### config.mk
export PLATFORM = sky130hd
export DESIGN_NAME = spi_adc_resp
export DESIGN_NICKNAME = d
export VERILOG_FILES = /design/src/rtl/spi_adc_resp.sv
export SDC_FILE = /design/constraint.sdc
export NUM_CORES = 1
export LEC_CHECK = 0
export CORE_MARGIN = 2
export CORE_UTILIZATION = 41
export CTS_CLUSTER_DIAMETER = 200
export DETAILED_ROUTE_END_ITERATION = 10
export DONT_BUFFER_PORTS = 1
export PLACE_DENSITY = 0.51
export SLEW_MARGIN = 20
export SYNTH_ARGS = -nofsm -noshare
export SYNTH_HDL_FRONTEND = slang
export SYNTH_SLANG_ARGS = --single-unit
### constraint.sdc
create_clock -name clk -period 2.4 [get_ports clk]
set_clock_uncertainty 0.05 [all_clocks]
set_input_delay 0.48 -clock clk [delete_from_list [all_inputs] [get_ports clk]]
set_output_delay 0.48 -clock clk [all_outputs]
set_load 0.005 [all_outputs]
### src/rtl/spi_adc_resp.sv
// SPI slave that answers A2D_intf like an ADC128S: {zeros, sample} on MISO, command captured from MOSI.
// Returned sample is the channel addressed by the previous complete frame; SPI pins are oversampled on clk.
module spi_adc_resp #(
  parameter int NUM_CH = 8,
  parameter int RES_W  = 12
) (
  input  logic                      clk,
  input  logic                      rst,
  input  logic                      SS_n,
  input  logic                      SCLK,
  input  logic                      MOSI,
  output logic                      MISO,
  input  logic [NUM_CH*RES_W-1:0]   smpl_bus,
  output logic [15:0]               cmd,
  output logic                      cmd_vld,
  output logic [2:0]                chnl,
  output logic                      frm_err
);

  typedef enum logic {IDLE, SHIFT} state_t;

  state_t      state, state_nxt;
  logic [2:0]  ss_sync, sclk_sync;
  logic [1:0]  mosi_sync;
  logic [1:0]  settle;
  logic        armed;
  logic [4:0]  bit_cnt, bit_cnt_nxt;
  logic [15:0] tx_shft, tx_nxt;
  logic [15:0] rx_shft, rx_nxt;
  logic [15:0] cmd_nxt;
  logic [2:0]  chnl_nxt;
  logic        vld_nxt, err_nxt, miso_nxt;
  logic        ss_fall, ss_rise, sclk_rise, sclk_fall, mosi_s;
  logic [RES_W-1:0] smpl_sel;

  always_ff @(posedge clk or posedge rst) begin
    if (rst) begin
      ss_sync   <= 3'b111;
      sclk_sync <= 3'b111;
      mosi_sync <= 2'b00;
      settle    <= 2'b00;
      armed     <= 1'b0;
    end else begin
      ss_sync   <= {ss_sync[1:0], SS_n};
      sclk_sync <= {sclk_sync[1:0], SCLK};
      mosi_sync <= {mosi_sync[0], MOSI};
      settle    <= {settle[0], 1'b1};
      // Only accept a frame once SS_n has been seen high after reset, so a
      // frame interrupted by reset is not picked up part-way through.
      armed     <= armed | (settle[1] & ss_sync[1]);
    end
  end

  assign ss_fall   = armed & ss_sync[2] & ~ss_sync[1];
  assign ss_rise   = ~ss_sync[2] & ss_sync[1];
  assign sclk_rise = ~sclk_sync[2] & sclk_sync[1];
  assign sclk_fall = sclk_sync[2] & ~sclk_sync[1];
  assign mosi_s    = mosi_sync[1];
  assign smpl_sel  = smpl_bus[32'(chnl)*RES_W +: RES_W];

  always_comb begin
    state_nxt   = state;
    bit_cnt_nxt = bit_cnt;
    tx_nxt      = tx_shft;
    rx_nxt      = rx_shft;
    cmd_nxt     = cmd;
    chnl_nxt    = chnl;
    vld_nxt     = 1'b0;
    err_nxt     = 1'b0;
    case (state)
      IDLE: begin
        if (ss_fall) begin
          tx_nxt      = {{(16-RES_W){1'b0}}, smpl_sel};
          rx_nxt      = 16'h0000;
          bit_cnt_nxt = 5'd0;
          state_nxt   = SHIFT;
        end
      end
      SHIFT: begin
        // SS_n rise takes priority; a coincident SCLK edge is dropped.
        if (ss_rise) begin
          state_nxt = IDLE;
          if (bit_cnt == 5'd16) begin
            cmd_nxt  = rx_shft;
            chnl_nxt = rx_shft[13:11];
            vld_nxt  = 1'b1;
          end else begin
            err_nxt = 1'b1;
          end
        end else if (sclk_rise && bit_cnt < 5'd16) begin
          rx_nxt      = {rx_shft[14:0], mosi_s};
          bit_cnt_nxt = bit_cnt + 5'd1;
        end else if (sclk_fall && bit_cnt != 5'd0 && bit_cnt < 5'd16) begin
          tx_nxt = {tx_shft[14:0], 1'b0};
        end
      end
      default: state_nxt = IDLE;
    endcase
    miso_nxt = (state_nxt == SHIFT) ? tx_nxt[15] : 1'b0;
  end

  always_ff @(posedge clk or posedge rst) begin
    if (rst) begin
      state   <= IDLE;
      bit_cnt <= 5'd0;
      tx_shft <= 16'h0000;
      rx_shft <= 16'h0000;
      cmd     <= 16'h0000;
      chnl    <= 3'b000;
      cmd_vld <= 1'b0;
      frm_err <= 1'b0;
      MISO    <= 1'b0;
    end else begin
      state   <= state_nxt;
      bit_cnt <= bit_cnt_nxt;
      tx_shft <= tx_nxt;
      rx_shft <= rx_nxt;
      cmd     <= cmd_nxt;
      chnl    <= chnl_nxt;
      cmd_vld <= vld_nxt;
      frm_err <= err_nxt;
      MISO    <= miso_nxt;
    end
  end

endmodule

After elaboration in Yosys (flattened, before gate mapping)
Index checks and enable logic that the tools add are counted.
- register bits after elaboration: 71
- input bits: 101
- eq/ne operators: 6
- shift operators: 1
- bitwise gates (word level): 12
- mux-type cells: 23
- $lt $le $gt $ge: 1
- reductions and logical operators: 7
- add/sub/neg operators: 1
- multipliers: 1
- operators by type and width (cell ; number):
    $mux 16 ; 7
    $shiftx 96x8->12 ; 1
    $pmux 16 s2 ; 2
    $mux 5 ; 3
    $pmux 5 s2 ; 1
    $mux 1 ; 9
    $and 1x1->1 ; 6
    $ne 2x2->1 const B ; 3
    $reduce_and 3->1 ; 2
    $add 5x1->5 const B ; 1
    $eq 5x5->1 const B ; 1
    $lt 5x5->1 const B ; 1
    $mul 3x2->5 const B ; 1
    $not 1->1 ; 5
    $reduce_bool 5->1 ; 1
    $ne 2x1->1 const B ; 2
    $reduce_and 4->1 ; 1
    $logic_and 1x1->1 ; 3
    $pmux 1 s2 ; 1
    $or 1x1->1 ; 1

Longest topological paths before layout
- depth after elaboration: 9
- depth in mapped cells: 7

Worst setup path before layout
OpenSTA, ideal clock, no wires.
- kind: register to register
- start point: reg bit_cnt[0]
- end point: reg cmd[10]
- slack: 0.509 ns
- buffers on the path: 1
- data arrival time: 1.714 ns
- stages on the path, launching flop included: 8
- library setup time: 0.127 ns
- cells stage by stage: dfrtp_1 -> inv_1 -> ha_1 -> nor3b_4 -> nand2_1 -> nor2_4 -> buf_6 -> mux2_1
- word-level cells in the longest chain between the ends: 2
- ends and longest elaborated chain (what ; line ; text):
    from (decl) ; 27 ; logic [4:0] bit_cnt, bit_cnt_nxt;
    from (signal assigned) ; 115 ; bit_cnt <= bit_cnt_nxt;
    $eq 5x5->1 ; 83 ; if (bit_cnt == 5'd16) begin
    $reduce_and 3->1 (no line) ; - ;
    to (signal assigned) ; 118 ; cmd <= cmd_nxt;
    to (decl) ; 14 ; output logic [15:0] cmd,
No other way between the ends.
A chain may end at the register's enable or synchronous reset.

Worst setup path in the final report
- start point: reg bit_cnt[0]
- end point: reg cmd[8]
Same word-level chain as after synthesis.

==> impl_metrics.json <==
{
  "wirelength_um": 6790,
  "htreeDepth": 3,
  "ir_drop_mv": 0.420,
  "hpwl_um": 4780,
  "finalHoldViolCount": 0,
  "dpl.cell_count": 361,
  "slew_headroom": 0.512,
  "path_clk_slew_ns": 0.07,
  "maxCapViolCount": 0,
  "wl_met3_um": 476,
  "fp.coreArea_um2": 8180,
  "grt_first_pass_wirelength_um": 10900,
  "rr_endpoint": "cmd[8]$_DFFE_PP0P_",
  "crit_required_ns": 2.57,
  "fin_nets": 370,
  "clk_latency_ns": 0.34,
  "r2r_start": "bit_cnt[0]$_DFFE_PP0P_",
  "wl_met1_um": 3060,
  "cts_sinks": 68,
  "viasPerCell": 5.81,
  "crit_path_start": "bit_cnt[0]$_DFFE_PP0P_",
  "fin_crit_ns": 2.05,
  "syn_nets": 371,
  "place_congestion": 0.757,
  "ctsHoldBuffers": 0,
  "worstMarginPinSlew_ns": 0.732,
  "p_leak_uw": 0.00152,
  "startpoint_type": "register",
  "drive_gt1_frac": 0.191,
  "cts_resized": 0,
  "grt_max_degree": 69,
  "critPathCaptureType": "register",
  "yosysMostFrequentCell": "dfrtp_1",
  "grt.overflow.total": 0,
  "final_cells": 377,
  "num_rows": 33,
  "first_global_vias": 2149,
  "synth_largest_area_cell": "dfrtp_1",
  "finalMaxSlewViolations": 0,
  "synth-seq-area-share": 0.495,
  "die_w_um": 95.8,
  "yosys.area.top_type_share": 0.449,
  "synthTopCellsByArea": "dfrtp_1, mux2i_1, mux4_2",
  "cts_setup_buffers": 0,
  "synth_edf_count": 0,
  "crit_type": "reg2reg",
  "total_power_uw": 2650,
  "ys_warn_count": 0,
  "cts_root_buffer": "clkbuf_8",
  "start_util": 0.422,
  "fmax_mhz": 488,
  "yosys_register_bits": 68,
  "netlist_top_cells_count": "dfrtp_1, mux2i_1, a22o_1, mux2_1, nand3_1",
  "tns_ns": 0,
  "synthCells": 268,
  "period_share": 0.853,
  "grt.total_usage": 0.155,
  "dr_wl_met2_um": 3230,
  "drc": 0,
  "port_buffers": 0,
  "cts_tree": "built",
  "cts_buffers": 9,
  "num_io_pins": 123,
  "antenna_left": 0,
  "antenna_found_initial": 0,
  "area_growth_pct": 7.68,
  "reg2reg_slack_ns": 0.35,
  "drt_iter0_markers": 72,
  "crit_end": "cmd[8]$_DFFE_PP0P_",
  "vias": 2189,
  "wl_per_cell_um": 18.0,
  "synthesis.area_um2": 3450,
  "synth_top_flop_cell": "dfrtp_1",
  "synth_area_per_cell_um2": 12.9,
  "nFillCells": 759,
  "die_area_um2": 9170,
  "hold_path_class": "in2async",
  "p_per_area_nw_per_um2": 713,
  "outcome": "complete, no violations",
  "synthArstFlopShare": 1.00,
  "top_layer": "met4",
  "reg2reg_depth": 7,
  "drtPass1Iterations": 6,
  "cp.arrival_ns": 2.22,
  "path_max_fanout": 17,
  "antenna_cells": 0,
  "fin_util": 0.455,
  "ys_types": 44,
  "clockBufferDepth": 2,
  "die_y_um": 95.8,
  "rsz0062_at_grt": "false",
  "finalSetupViolCount": 0
}
==> sequential cells by signal, indices dropped and copies added (netlist names), 2 cells and up <==
register,flops
mosi_sync,2
ss_sync,3
bit_cnt,5
rx_shft,16
tx_shft,16
sclk_sync,3
settle,2
cmd,16
==> per-stage QoR <==
stage | worst slack, ns | cell area (µm²) | hold slack [ns]
after floorplan | 0.168 | 3450 | 0.281
final | 0.353 | 3720 | 0.0409
after CTS | 0.242 | 3710 | 0.0478
after global placement | 0.332 | 3520 | 0.286
after detailed placement | 0.275 | 3520 | 0.290
after global routing | 0.205 | 3720 | 0.0667
==> report_power, final <==
part / switching, µW / internal (µW) / total, µW
Sequential: 89.6 / 1260 / 1350
Clock: 413 / 503 / 916
Combinational: 207 / 173 / 381
==> worst min path at each step <==
stage / slack (ns) / from / end / cells past startpoint
floorplan: 0.28 / mosi_sync[0]$_DFF_PP0_ / mosi_sync[1]$_DFF_PP0_ / 0
global placement: 0.29 / mosi_sync[0]$_DFF_PP0_ / mosi_sync[1]$_DFF_PP0_ / 0
detailed placement: 0.29 / mosi_sync[0]$_DFF_PP0_ / mosi_sync[1]$_DFF_PP0_ / 0
CTS: 0.05 / rst / cmd[8]$_DFFE_PP0P_ / 2
global route: 0.07 / rst / cmd[8]$_DFFE_PP0P_ / 2
finish: 0.04 / rst / cmd[7]$_DFFE_PP0P_ / 2
==> kinds of logic (layout without fill, tap and decap cells) <==
group,after synthesis,count (layout),share of synthesized area
other cells,1,1,0.00109
mux,61,61,0.219
buf+inv,24,28,0.0428
xor+xnor,3,3,0.00761
simple gates,50,50,0.0910
fa+ha+maj,2,2,0.00725
compound gates,59,59,0.136
flops,68,68,0.495
==> placed cells by master (no fill, tap or decap), types with 3 or more instances in the layout <==
master / n
a221o_1: 4
a22o_1: 20
mux4_2: 10
buf_4: 6
nor2_1: 11
mux2i_1: 35
dfstp_2: 6
a21oi_1: 8
clkinv_2: 3
mux2_1: 16
nand3_1: 15
dfrtp_1: 61
a22oi_1: 14
a31oi_1: 7
inv_2: 3
clkbuf_8: 10
==> worst max-delay path: stages, from the launching register on <==
cell	delay, ns
dfrtp_1	0.42
inv_1	0.07
ha_1	0.14
nor3b_4	0.38
nand2_1	0.16
nor2_4	0.10
buf_4	0.25
mux2_1	0.35
==> routing by layer <==
layer | up-vias | track usage
li1 | 1019 | -
met1 | 1102 | 0.218
met2 | 65 | 0.230
met3 | 3 | 0.0525
met4 | 0 | 0.0452
met5 | - | 0
==> final cells by class <==
class,count,area (µm²),area share
Clock buffer,11,141,0.0380
Sequential cell,68,1710,0.460
Inverter,5,18.8,0.00505
Tap cell,105,131,0.0353
Clock inverter,5,52.6,0.0141
Multi-Input combinational cell,176,1600,0.430
Timing Repair Buffer,7,65.1,0.0175
(Power assumes the default switching activity.)
